<file path="src/rtl/mcu_pkg.sv">
// Shared encodings for the multi-cycle control unit: opcodes, functs, FSM states,
// ALU operation codes, PC source and register destination selects.
package mcu_pkg;

    localparam logic [5:0] OP_RTYPE = 6'b000000;
    localparam logic [5:0] OP_J     = 6'b000010;
    localparam logic [5:0] OP_JAL   = 6'b000011;
    localparam logic [5:0] OP_BEQ   = 6'b000100;
    localparam logic [5:0] OP_BNE   = 6'b000101;
    localparam logic [5:0] OP_ADDI  = 6'b001000;
    localparam logic [5:0] OP_SLTI  = 6'b001010;
    localparam logic [5:0] OP_ORI   = 6'b001101;
    localparam logic [5:0] OP_LW    = 6'b100011;
    localparam logic [5:0] OP_SW    = 6'b101011;
    localparam logic [5:0] OP_HALT  = 6'b111111;

    localparam logic [5:0] FN_SLL = 6'b000000;
    localparam logic [5:0] FN_JR  = 6'b001000;
    localparam logic [5:0] FN_ADD = 6'b100000;
    localparam logic [5:0] FN_SUB = 6'b100010;
    localparam logic [5:0] FN_AND = 6'b100100;
    localparam logic [5:0] FN_OR  = 6'b100101;

    localparam logic [2:0] ALU_ADD = 3'b000;
    localparam logic [2:0] ALU_SUB = 3'b001;
    localparam logic [2:0] ALU_SLL = 3'b010;
    localparam logic [2:0] ALU_OR  = 3'b011;
    localparam logic [2:0] ALU_AND = 3'b100;
    localparam logic [2:0] ALU_SLT = 3'b101;

    localparam logic [1:0] PC_NEXT   = 2'b00;
    localparam logic [1:0] PC_BRANCH = 2'b01;
    localparam logic [1:0] PC_JUMP   = 2'b10;
    localparam logic [1:0] PC_REG    = 2'b11;

    localparam logic [1:0] RD_RA = 2'b00;
    localparam logic [1:0] RD_RT = 2'b01;
    localparam logic [1:0] RD_RD = 2'b10;

    typedef enum logic [2:0] {
        S_IF   = 3'b000,
        S_ID   = 3'b001,
        S_EXE  = 3'b010,
        S_MEM  = 3'b011,
        S_WB   = 3'b100,
        S_HALT = 3'b111
    } state_t;

    typedef struct packed {
        logic       j;
        logic       jal;
        logic       jr;
        logic       halt;
        logic       beq;
        logic       bne;
        logic       lw;
        logic       sw;
        logic       alu;
        logic       imm;
        logic       sll;
        logic       ext;
        logic [2:0] alu_op;
    } cls_t;

endpackage

</file>
<file path="src/rtl/mcu_decode.sv">
// Instruction classifier: turns op/func into class flags plus the ALU operation
// and operand-select hints used by the EXE state.
module mcu_decode
    import mcu_pkg::*;
#(
    parameter int OP_W = 6
) (
    input  logic [OP_W-1:0] op,
    input  logic [OP_W-1:0] func,
    output cls_t            cls
);

    always_comb begin
        cls = '0;
        if (op == OP_W'(OP_RTYPE)) begin
            case (func)
                OP_W'(FN_JR):  cls.jr = 1'b1;
                OP_W'(FN_ADD): begin cls.alu = 1'b1; cls.alu_op = ALU_ADD; end
                OP_W'(FN_SUB): begin cls.alu = 1'b1; cls.alu_op = ALU_SUB; cls.ext = 1'b1; end
                OP_W'(FN_AND): begin cls.alu = 1'b1; cls.alu_op = ALU_AND; end
                OP_W'(FN_OR):  begin cls.alu = 1'b1; cls.alu_op = ALU_OR; end
                OP_W'(FN_SLL): begin cls.alu = 1'b1; cls.alu_op = ALU_SLL; cls.sll = 1'b1; end
                default: ;
            endcase
        end else begin
            case (op)
                OP_W'(OP_J):    cls.j    = 1'b1;
                OP_W'(OP_JAL):  cls.jal  = 1'b1;
                OP_W'(OP_HALT): cls.halt = 1'b1;
                OP_W'(OP_BEQ):  cls.beq  = 1'b1;
                OP_W'(OP_BNE):  cls.bne  = 1'b1;
                OP_W'(OP_LW):   cls.lw   = 1'b1;
                OP_W'(OP_SW):   cls.sw   = 1'b1;
                OP_W'(OP_ADDI): begin cls.alu = 1'b1; cls.imm = 1'b1; cls.ext = 1'b1; cls.alu_op = ALU_ADD; end
                OP_W'(OP_ORI):  begin cls.alu = 1'b1; cls.imm = 1'b1; cls.alu_op = ALU_OR; end
                OP_W'(OP_SLTI): begin cls.alu = 1'b1; cls.imm = 1'b1; cls.ext = 1'b1; cls.alu_op = ALU_SLT; end
                default: ;
            endcase
        end
    end

endmodule

</file>
<file path="src/rtl/multi_cycle_control_unit.sv">
// Multi-cycle processor controller: IF/ID/EXE/MEM/WB/HALT state machine with
// Moore/Mealy datapath strobes decoded from state, instruction class and flags.
module multi_cycle_control_unit
    import mcu_pkg::*;
#(
    parameter int OP_W        = 6,
    parameter int ALUOP_W     = 3,
    parameter int MEM_WAIT_EN = 1
) (
    input  logic               CLK,
    input  logic               Reset,
    input  logic [OP_W-1:0]    op,
    input  logic [OP_W-1:0]    func,
    input  logic               zero,
    input  logic               mem_ready,
    output logic               PCWre,
    output logic               IRWre,
    output logic               InsMemRW,
    output logic               RegWre,
    output logic               ExtSel,
    output logic               ALUSrcA,
    output logic               ALUSrcB,
    output logic               mRD,
    output logic               mWR,
    output logic               DBDataSrc,
    output logic               WrRegDSrc,
    output logic [1:0]         PCSrc,
    output logic [1:0]         RegDst,
    output logic [ALUOP_W-1:0] ALUOp,
    output logic [2:0]         state,
    output logic               halted
);

    state_t     cur;
    state_t     nxt;
    cls_t       cls;
    logic [2:0] alu_code;
    logic       mem_done;

    mcu_decode #(.OP_W(OP_W)) u_decode (
        .op   (op),
        .func (func),
        .cls  (cls)
    );

    assign mem_done = (MEM_WAIT_EN == 0) ? 1'b1 : mem_ready;
    assign state    = cur;
    assign ALUOp    = ALUOP_W'(alu_code);

    always_ff @(posedge CLK or negedge Reset) begin
        if (!Reset) cur <= S_IF;
        else        cur <= nxt;
    end

    always_comb begin
        nxt       = S_IF;
        PCWre     = 1'b0;
        IRWre     = 1'b0;
        InsMemRW  = 1'b0;
        RegWre    = 1'b0;
        ExtSel    = 1'b0;
        ALUSrcA   = 1'b0;
        ALUSrcB   = 1'b0;
        mRD       = 1'b0;
        mWR       = 1'b0;
        DBDataSrc = 1'b0;
        WrRegDSrc = 1'b0;
        PCSrc     = PC_NEXT;
        RegDst    = RD_RA;
        alu_code  = ALU_ADD;
        halted    = 1'b0;
        case (cur)
            S_IF: begin
                IRWre    = 1'b1;
                InsMemRW = 1'b1;
                nxt      = S_ID;
            end
            S_ID: begin
                if (cls.j || cls.jal) begin
                    PCWre  = 1'b1;
                    PCSrc  = PC_JUMP;
                    RegWre = cls.jal;
                end else if (cls.jr) begin
                    PCWre = 1'b1;
                    PCSrc = PC_REG;
                end else if (cls.halt) begin
                    nxt = S_HALT;
                end else if (cls.beq || cls.bne || cls.lw || cls.sw || cls.alu) begin
                    nxt = S_EXE;
                end else begin
                    // Unrecognised instruction retires as a NOP.
                    PCWre = 1'b1;
                end
            end
            S_EXE: begin
                if (cls.beq || cls.bne) begin
                    alu_code = ALU_SUB;
                    PCWre    = 1'b1;
                    if ((cls.beq && zero) || (cls.bne && !zero)) PCSrc = PC_BRANCH;
                end else if (cls.lw || cls.sw) begin
                    ExtSel  = 1'b1;
                    ALUSrcB = 1'b1;
                    nxt     = S_MEM;
                end else begin
                    alu_code = cls.alu_op;
                    ALUSrcA  = cls.sll;
                    ALUSrcB  = cls.imm;
                    ExtSel   = cls.ext;
                    nxt      = S_WB;
                end
            end
            S_MEM: begin
                mRD = cls.lw;
                mWR = cls.sw;
                if (!mem_done && (cls.lw || cls.sw)) begin
                    nxt = S_MEM;
                end else if (cls.lw) begin
                    nxt = S_WB;
                end else begin
                    PCWre = 1'b1;
                end
            end
            S_WB: begin
                RegWre    = 1'b1;
                PCWre     = 1'b1;
                WrRegDSrc = 1'b1;
                DBDataSrc = cls.lw;
                RegDst    = (cls.lw || cls.imm) ? RD_RT : RD_RD;
            end
            S_HALT: begin
                halted = 1'b1;
                nxt    = S_HALT;
            end
            default: nxt = S_IF;
        endcase
    end

endmodule

</file>
<file path="config.mk">
export PLATFORM = sky130hd
export DESIGN_NAME = multi_cycle_control_unit
export DESIGN_NICKNAME = d
export VERILOG_FILES = /design/src/rtl/mcu_pkg.sv /design/src/rtl/mcu_decode.sv /design/src/rtl/multi_cycle_control_unit.sv
export SDC_FILE = /design/constraint.sdc
export NUM_CORES = 1
export LEC_CHECK = 0
export ABC_AREA = 1
export ABC_CLOCK_PERIOD_IN_PS = 2100
export CAP_MARGIN = 20
export CORE_ASPECT_RATIO = 1.25
export CORE_MARGIN = 2
export CORE_UTILIZATION = 41
export CTS_CLUSTER_DIAMETER = 100
export DETAILED_ROUTE_END_ITERATION = 8
export MAX_ROUTING_LAYER = met4
export PLACE_DENSITY_LB_ADDON = 0.08
export SYNTH_ARGS = -nofsm -noshare
export SYNTH_HDL_FRONTEND = slang
export SYNTH_SLANG_ARGS = --single-unit
</file>
<file path="constraint.sdc">
create_clock -name CLK -period 2.1 [get_ports CLK]
set_clock_uncertainty 0.1 [all_clocks]
set_input_delay 0.21 -clock CLK [delete_from_list [all_inputs] [get_ports CLK]]
set_output_delay 0.21 -clock CLK [all_outputs]
set_load 0.02 [all_outputs]
</file>
==> results of run 1 <==
-- metrics by stage --
stage	setup TNS (ns)	utilization (%)	hold WS, ns	area, sq um	instances
after global routing	0	81.2	0.0616	1280	220
final	0	81.2	0.0599	1280	220
after CTS	-0.153	79.9	0.0631	1260	216
after detailed placement	-4.66	77.5	0.301	1230	212
after floorplan	0	-	-0.186	698	139
after global placement	-3.99	77.5	0.297	1230	212
-- worst max path at each step --
stage | from | endpoint | slack, ns | cells after the start
3_5_place_dp | op[4] | ALUOp[2] | -0.42 | 9
2_1_floorplan | state[0] | RegDst[0] | 0.31 | 5
5_1_grt | state[0] | IRWre | 0.02 | 5
6_report | state[0] | IRWre | 0.08 | 5
4_1_cts | op[3] | PCWre | -0.08 | 11
3_3_place_gp | op[3] | ExtSel | -0.38 | 8
-- repair_timing --
action | in CTS | in global routing
gates resized for setup | 37 | 22
setup buffers | 0 | 4
setup endpoints to repair | 15 | 12
pin swaps | 0 | 3
-- kinds of logic (layout without fill, tap and decap cells) --
group           Yosys count  after routing  share of synthesized area, %
simple gates             97             97                          65.6
compound gates           12             12                          8.60
flops                     3              3                          10.8
buf+inv                  27             90                          15.1
-- worst max-delay path, delay by kind of cell, from the launching register on --
kind	cells	cell delay, ns
buf+inv	3	0.85
flops	1	0.36
simple gates	2	0.26
-- layer usage --
layer	GRT usage, %	vias to the layer above	share of wire (%)
met4	7.22	0	1.9
met2	49.5	27	56
met1	27.0	461	39
met3	2.65	5	3.2
met5	-	-	0
li1	-	569	-
-- layout make-up --
class / instances / area, sq um
clock buffers: 4 / 26.3
fillers: 129 / 298
inverters: 26 / 97.6
multi-input cells: 109 / 553
flip-flops and latches: 3 / 75.1
well taps: 18 / 22.5
repair buffers: 60 / 509
-- power by group --
part	switching [uW]	total [uW]	internal, uW
Clock	29.7	101	71.2
Combinational	219	388	169
Sequential	7.93	79.9	72.0
Total	257	569	312
-- placed cells by master, fill, tap and decap left out, types with 4 or more instances in the layout --
cell,n
nor2_1,33
nand2_1,26
buf_4,25
inv_1,24
nand3_1,16
clkdlybuf4s50_1,16
a21oi_1,6
dlygate4sd2_1,6
nor2_4,5
o21ai_0,5
dlymetal6s2s_1,5
clkbuf_2,5
nand4_1,4
==> metrics.yaml, run 1 <==
outcome:
  outcome: "finished clean"
yosys:
  syn-num-nets: 155
  synth_cell_types: 21
  synth_top_area_share_pct: 19.4
  yosysWarningCount: 0
  synthTopCellsByArea: "nor2_1 19%, nand2_1 15%, inv_1 13%, nand3_1 12%, dfrtp_1 11%"
  synthArstFlopShare_pct: 100
  ys_ff_latch: 3
  syn_area_per_cell_sq_um: 5.02
  synth_top_cell_by_area: "nor2_1"
  ys.flop_type: "dfrtp_1"
  ys_seq_area_share_pct: 10.8
  syn_inst: 139
  synth_most_common_cell: "nor2_1"
  syn-cell-area_sq_um: 698
  synthTopCellsByCount: "36 x nor2_1, 27 x nand2_1, 24 x inv_1"
  synth-edff-count: 0
timing:
  tightest_slew_ns: 0.244
  max_freq_mhz: 495
  slew-limit-headroom_pct: 83.6
  grt_setup_unrepaired: "no"
  fin_crit_sh_pct: 96.2
  slew_violations: 0
  hold_viol_final: 0
  finalCriticalPeriod_ns: 2.02
  setup_viol: 0
  setup_slack_ns: 0.0799
floorplan:
  die_area_sq_mm: 0.00205
  fp.dieW_microns: 40.9
  core_sq_mm: 0.00158
  initial_core_util_pct: 44.1
  die_h_microns: 50.1
  io_pins: 38
  rows: 16
routing:
  num_vias: 1062
  wire_per_inst_microns: 11.0
  via_per_inst: 4.83
  drcViolationCount: 0
  drt-initial-drc-count: 14
  final_antenna_net_count: 0
  first_pass_iters: 4
  routed_wl_mm: 2.42
worst_setup_path:
  r2r_cells: 8
  cp-end-kind: "output port"
  worstPathArrival_ns: 1.71
  r2r_setup_slack_ns: 0.79
  worst_r2r_endpoint: "state[2]"
  r2r_start: "state[0]"
  cp_common_cell: "nor2_1"
  cp_max_fo: 4
  cp_slowest_cell: "clkdlybuf4s50_1"
  cp-start-kind: "flip-flop"
  crit_type: "reg2out"
  crit_path_max_incr_delay_ns: 0.66
  required_ns: 1.79
  path_cells: "buf_4 > nor2_1 > inv_1 > nor2_1 > clkdlybuf4s50_1"
power:
  design_power_total_uw: 569
  ir_worst_vdd_mv: 0.238
  power.density_mw_per_mm2: 443
  power.leakage_uw: 0.000721
clock_tree:
  clkLatencyLatePin_ns: 0.23
  clk_path_buf_depth: 2
  htreeDepth: 1
  numCtsBuffers: 3
  clock_sinks: 3
  cts_hold_buf: 0
  root_buffer: "clkbuf_4"
  clkTransAtPathRegs_ns: 0.04
  cts_tree: "done"
global_routing:
  grt_max_degree: 8
  track_usage_pct: 26.6
  overflow: 0
  grt_pass1_wl_mm: 3.85
  grt_pass1_vias: 984
  antenna_found_initial: 0
run:
  max_cap_viol_count: 0
layout:
  area_growth_pct: 83.9
  drive_gt1_share_pct: 26.7
  fin_nets: 219
  largest_reg_flops: 3
  antenna_cells: 0
place:
  dp_hpwl_mm: 1.87
  preCtsSetupSlack_ns: -0.417
  portBuffers: 37
  place_congestion: 0.890
min_path:
  min_path_type: "in2async"
Note: power is estimated with default switching activity, not from simulation.
==> run 2: changes to the inputs <==
Settings changed: CORE_ASPECT_RATIO 1.25 to not set.
==> metrics.yaml, run 2 (synthesis gave the netlist of run 1 again) <==
floorplan:
  die_h_microns: 45.3
  fp.dieW_microns: 45.3
  io_pins: 38
  initial_core_util_pct: 44.8
  core_sq_mm: 0.00156
  die_area_sq_mm: 0.00205
  rows: 14
routing:
  num_vias: 1084
  final_antenna_net_count: 0
  routed_wl_mm: 2.31
  drcViolationCount: 0
  via_per_inst: 5.09
  first_pass_iters: 4
  wire_per_inst_microns: 10.8
  drt-initial-drc-count: 18
layout:
  antenna_cells: 0
  num-fill-cells: 130
  layout_commonest_cell: "nor2_1"
  fin_nets: 214
  final_cells: 213
  final_core_util_pct: 80.5
  largest_reg_flops: 3
  drive_gt1_share_pct: 26.9
  area_growth_pct: 79.7
  final_cell_mix: "32 x nor2_1, 25 x nand2_1, 24 x inv_1"
timing:
  setup_slack_ns: 0.136
  slew_violations: 0
  max_freq_mhz: 509
  slew-limit-headroom_pct: 83.9
  finalCriticalPeriod_ns: 1.96
  hold_viol_final: 0
  setup_viol: 0
  tightest_slew_ns: 0.239
  grt_setup_unrepaired: "no"
  fin_crit_sh_pct: 93.5
run:
  max_cap_viol_count: 0
global_routing:
  grt_pass1_wl_mm: 3.59
  antenna_found_initial: 0
  track_usage_pct: 23.6
  overflow: 0
  grt_pass1_vias: 922
  grt_max_degree: 8
power:
  power.leakage_uw: 0.000703
  power.density_mw_per_mm2: 464
  ir_worst_vdd_mv: 0.399
  design_power_total_uw: 582
worst_setup_path:
  r2r_setup_slack_ns: 0.76
  setup.worst_path.start: "state[0]"
  critical-path-top-delay-family: "buffers and inverters"
  worstPathArrival_ns: 1.65
  cp-end-kind: "output port"
  cp_slowest_cell: "clkdlybuf4s50_1"
  path_depth: 5
  cp-start-kind: "flip-flop"
  worst_r2r_endpoint: "state[2]"
  path_buf_inv: 3
  cp-endpoint: "WrRegDSrc"
  crit_path_max_incr_delay_ns: 0.62
  crit_type: "reg2out"
  required_ns: 1.79
  path_cells: "buf_4 > nor2_1 > inv_1 > nor2_1 > clkdlybuf4s50_1"
  r2r_cells: 8
  r2r_start: "state[0]"
  cp_max_fo: 4
  cp_common_cell: "nor2_1"
clock_tree:
  numCtsBuffers: 3
  root_buffer: "clkbuf_4"
  clk_path_buf_depth: 2
  clock_sinks: 3
  htreeDepth: 1
  clkTransAtPathRegs_ns: 0.04
  clkLatencyLatePin_ns: 0.24
  cts_tree: "done"
min_path:
  min_path_type: "in2async"
place:
  dpl.cell_count: 207
  place_congestion: 0.892
  dp_hpwl_mm: 1.82
  portBuffers: 37
  preCtsSetupSlack_ns: -0.395
outcome:
  outcome: "finished clean"
## run 2: changes by cell type in the layout (fill, tap and decap cells not counted), moves of 2 or more
cell	before	now
clkdlybuf4s15_2	1	4
nor2_2	2	5
clkdlybuf4s50_1	16	14
nor2_4	5	3
buf_4	25	18
## run 2: worst min path at each step
stage,start,to,slack (ns),cells after the start
6_report,Reset,state[0],0.05,1
5_1_grt,Reset,state[0],0.05,1
4_1_cts,Reset,state[0],0.05,1
3_5_place_dp,Reset,state[1],0.30,1
3_3_place_gp,Reset,state[1],0.30,1
2_1_floorplan,Reset,state[0],-0.19,0
## run 2: worst register-to-register path: stages, from the launching register on
cell     delay, ns
dfrtp_1       0.33
buf_4         0.12
nand2_1       0.07
nor2_1        0.19
inv_1         0.08
nor2_1        0.13
buf_4         0.12
nand2_1       0.04
nand3_1       0.08
## run 2: per-stage QoR
step                instance area, sq um  hold WS (ns)  TNS [ns]
floorplan                            698        -0.186         0
global placement                    1200         0.297     -4.14
detailed placement                  1200         0.300     -4.45
CTS                                 1250        0.0505         0
global route                        1250        0.0507         0
finish                              1250        0.0505         0
## run 2: cell type report
class / count / area, sq um / share of cell area [%]
multi-input combinational: 109 / 553 / 44.1
timing repair buffer: 55 / 483 / 38.5
inverter: 26 / 97.6 / 7.78
sequential: 3 / 75.1 / 5.98
clock buffer: 4 / 26.3 / 2.09
tap: 16 / 20.0 / 1.60
## run 2: timing repair
action | CTS | global route
hold buffers | 0 | 0
endpoints found under the setup margin | 15 | 13
pin swaps | 1 | 1
gates resized for setup | 44 | 18
buffers inserted | 1 | 1
## run 2: power breakdown
| part | internal, uW | switching (uW) |
|---|---|---|
| clock | 71.5 | 35.2 |
| combinational | 173 | 223 |
| sequential | 72.0 | 7.71 |
| total | 316 | 266 |
## run 2: routing by layer
metal	track usage (%)	up-vias	routed length [microns]
met4	5.29	0	6
met1	25.7	492	973
met2	46.0	33	1240
met3	1.20	3	85
li1	-	556	-
met5	-	-	0
==> run 3: changes to the inputs <==
--- a/config.mk
+++ b/config.mk
@@ -11,3 +11,3 @@
 export CORE_MARGIN = 2
-export CORE_UTILIZATION = 41
+export CORE_UTILIZATION = 43
 export CTS_CLUSTER_DIAMETER = 100
@@ -18,2 +18,3 @@
 export SYNTH_HDL_FRONTEND = slang
+export SYNTH_HIERARCHICAL = 1
 export SYNTH_SLANG_ARGS = --single-unit
--- a/constraint.sdc
+++ b/constraint.sdc
@@ -4,2 +4,2 @@
 set_output_delay 0.21 -clock CLK [all_outputs]
-set_load 0.02 [all_outputs]
+set_load 0.01 [all_outputs]
==> metrics.yaml, run 3 <==
outcome:
  outcome: "complete, but fails checks"
  failed_checks: "setup timing"
min_path:
  min_path_type: "in2async"
timing:
  fin_crit_sh_pct: 103
  setup_slack_ns: -0.0563
  finalCriticalPeriod_ns: 2.16
  hold_viol_final: 0
  slew-limit-headroom_pct: 78.1
  slew_violations: 0
  setup_viol: 1
  tightest_slew_ns: 0.326
  max_freq_mhz: 464
  fin_setup_tns_ns: -0.0563
  grt_setup_unrepaired: "yes"
yosys:
  synth_top_area_share_pct: 16.9
  ys.flop_type: "dfrtp_1"
  synthArstFlopShare_pct: 100
  synth_top_cell_by_area: "nor2_1"
  ys_seq_area_share_pct: 9.95
  synth_most_common_cell: "nor2_1"
  synth_cell_types: 19
  synth-edff-count: 0
  syn-num-nets: 164
  syn_area_per_cell_sq_um: 5.10
  synthTopCellsByCount: "34 x nor2_1, 33 x nand2_1, 25 x inv_1"
  synthTopCellsByArea: "nor2_1 17%, nand2_1 16%, inv_1 12%, dfrtp_1 10%, nand3_1 8.6%"
  syn-cell-area_sq_um: 754
  ys_ff_latch: 3
  syn_inst: 148
  yosysWarningCount: 6
power:
  design_power_total_uw: 541
  power.leakage_uw: 0.000747
  ir_worst_vdd_mv: 0.370
  power.density_mw_per_mm2: 387
global_routing:
  overflow: 0
  gr-usage-met2_pct: 52.2
  grt_max_degree: 7
  antenna_found_initial: 0
  grt_pass1_vias: 1136
  grt_pass1_wl_mm: 4.49
  track_usage_pct: 29.9
  met1_usage_pct: 31.0
  use_met3_pct: 3.97
  busiest_layer: "met2"
clock_tree:
  clkLatencyLatePin_ns: 0.25
  clock_sinks: 3
  root_buffer: "clkbuf_4"
  numCtsBuffers: 3
  clk_path_buf_depth: 2
  cts_tree: "done"
  clkTransAtPathRegs_ns: 0.05
  cts_hold_buf: 0
  htreeDepth: 1
floorplan:
  rows: 15
  die_h_microns: 45.9
  initial_core_util_pct: 44.7
  fp.dieW_microns: 45.9
  core_sq_mm: 0.00169
  io_pins: 38
  die_area_sq_mm: 0.00211
worst_setup_path:
  cp-start-kind: "input pin"
  worstPathArrival_ns: 1.85
  critical-path-top-delay-family: "simple AND/OR/NAND/NOR gates"
  worst_r2r_endpoint: "state[2]"
  crit_type: "in2out"
  cp_common_cell: "nand2_1"
  cp_max_fo: 3
  path_depth: 14
  r2r_cells: 7
  cp-endpoint: "PCWre"
  crit_path_max_incr_delay_ns: 0.43
  path_buf_inv: 4
  required_ns: 1.79
  r2r_setup_slack_ns: 0.84
  cp_slowest_cell: "clkdlybuf4s50_1"
  cp-end-kind: "output port"
  r2r_start: "state[0]"
  setup.worst_path.start: "op[0]"
  path_cells: "clkdlybuf4s50_1 > buf_4 > inv_2 > nor2_4 > nand3b_4 > nand2_2 > nor2_1 > nand2_1 > nor2_1 > nand3_1 > nand2_1 > nand2_1 > nand2_1 > clkbuf_2"
layout:
  drive_gt1_share_pct: 33.3
  fin_nets: 233
  num-fill-cells: 121
  area_growth_pct: 85.4
  largest_reg_flops: 3
  final_cell_mix: "30 x nand2_1, 28 x buf_4, 27 x nor2_1"
  antenna_cells: 0
  layout_commonest_cell: "nand2_1"
run:
  max_cap_viol_count: 0
place:
  preCtsSetupSlack_ns: -0.423
  place_congestion: 0.938
  portBuffers: 37
  dp_hpwl_mm: 2.25
routing:
  drcViolationCount: 0
  drt-initial-drc-count: 40
  final_antenna_net_count: 0
  routed_wl_mm: 2.96
  first_pass_iters: 4
  num_vias: 1231
  via_per_inst: 5.28
  wire_per_inst_microns: 12.7
[run 3: timing repair]
| action | CTS | global route |
|---|---|---|
| hold endpoints to repair | 0 | 0 |
| gates cloned | 0 | 0 |
| gates resized for setup | 29 | 31 |
| setup buffers | 2 | 1 |
| pin swaps | 1 | 2 |
| setup endpoints to repair | 15 | 14 |
[run 3: area by class of cell]
cell class | instances | area [sq um] | share of cell area, %
clock buffers | 4 | 26.3 | 1.88
inverters | 29 | 109 | 7.78
multi-input cells | 115 | 636 | 45.4
repair buffers | 65 | 532 | 38.0
well taps | 17 | 21.3 | 1.52
flip-flops and latches | 3 | 75.1 | 5.37
[run 3: through the flow]
stage | cell area [sq um] | std cells | util, % | hold slack (ns)
2_1_floorplan | 754 | 148 | - | -0.186
3_3_place_gp | 1330 | 226 | 78.5 | 0.296
5_1_grt | 1400 | 233 | 82.8 | 0.0686
6_report | 1400 | 233 | 82.8 | 0.0478
4_1_cts | 1380 | 232 | 81.4 | 0.0620
3_5_place_dp | 1330 | 226 | 78.5 | 0.305
[run 3: logic make-up (layout without fill, tap and decap cells)]
kind of cell	Yosys count	after routing	share of synthesized area (%)
AND/OR/NAND/NOR	104	104	67.0
buffers and inverters	30	98	15.4
AO/OA/AOI/OAI	11	11	7.63
flip-flops	3	3	9.95
[run 3: power breakdown]
part           leakage (uW)  internal, uW  total [uW]  switching (uW)
registers         0.0000393          71.8        92.7            20.9
logic              0.000693           156         339             183
clock network     0.0000150          71.8         110            37.9
total              0.000747           299         541             242
[run 3: worst min-delay path by stage]
stage / startpoint / end / slack (ns)
finish: Reset / state[1] / 0.05
global route: Reset / state[1] / 0.07
CTS: Reset / state[1] / 0.06
detailed placement: Reset / state[1] / 0.31
global placement: Reset / state[2] / 0.30
floorplan: Reset / state[0] / -0.19
[run 3: per-layer routing]
metal	wire length, microns	vias up
met3	136	21
met4	146	0
met5	0	-
li1	-	600
met1	1120	550
met2	1560	60
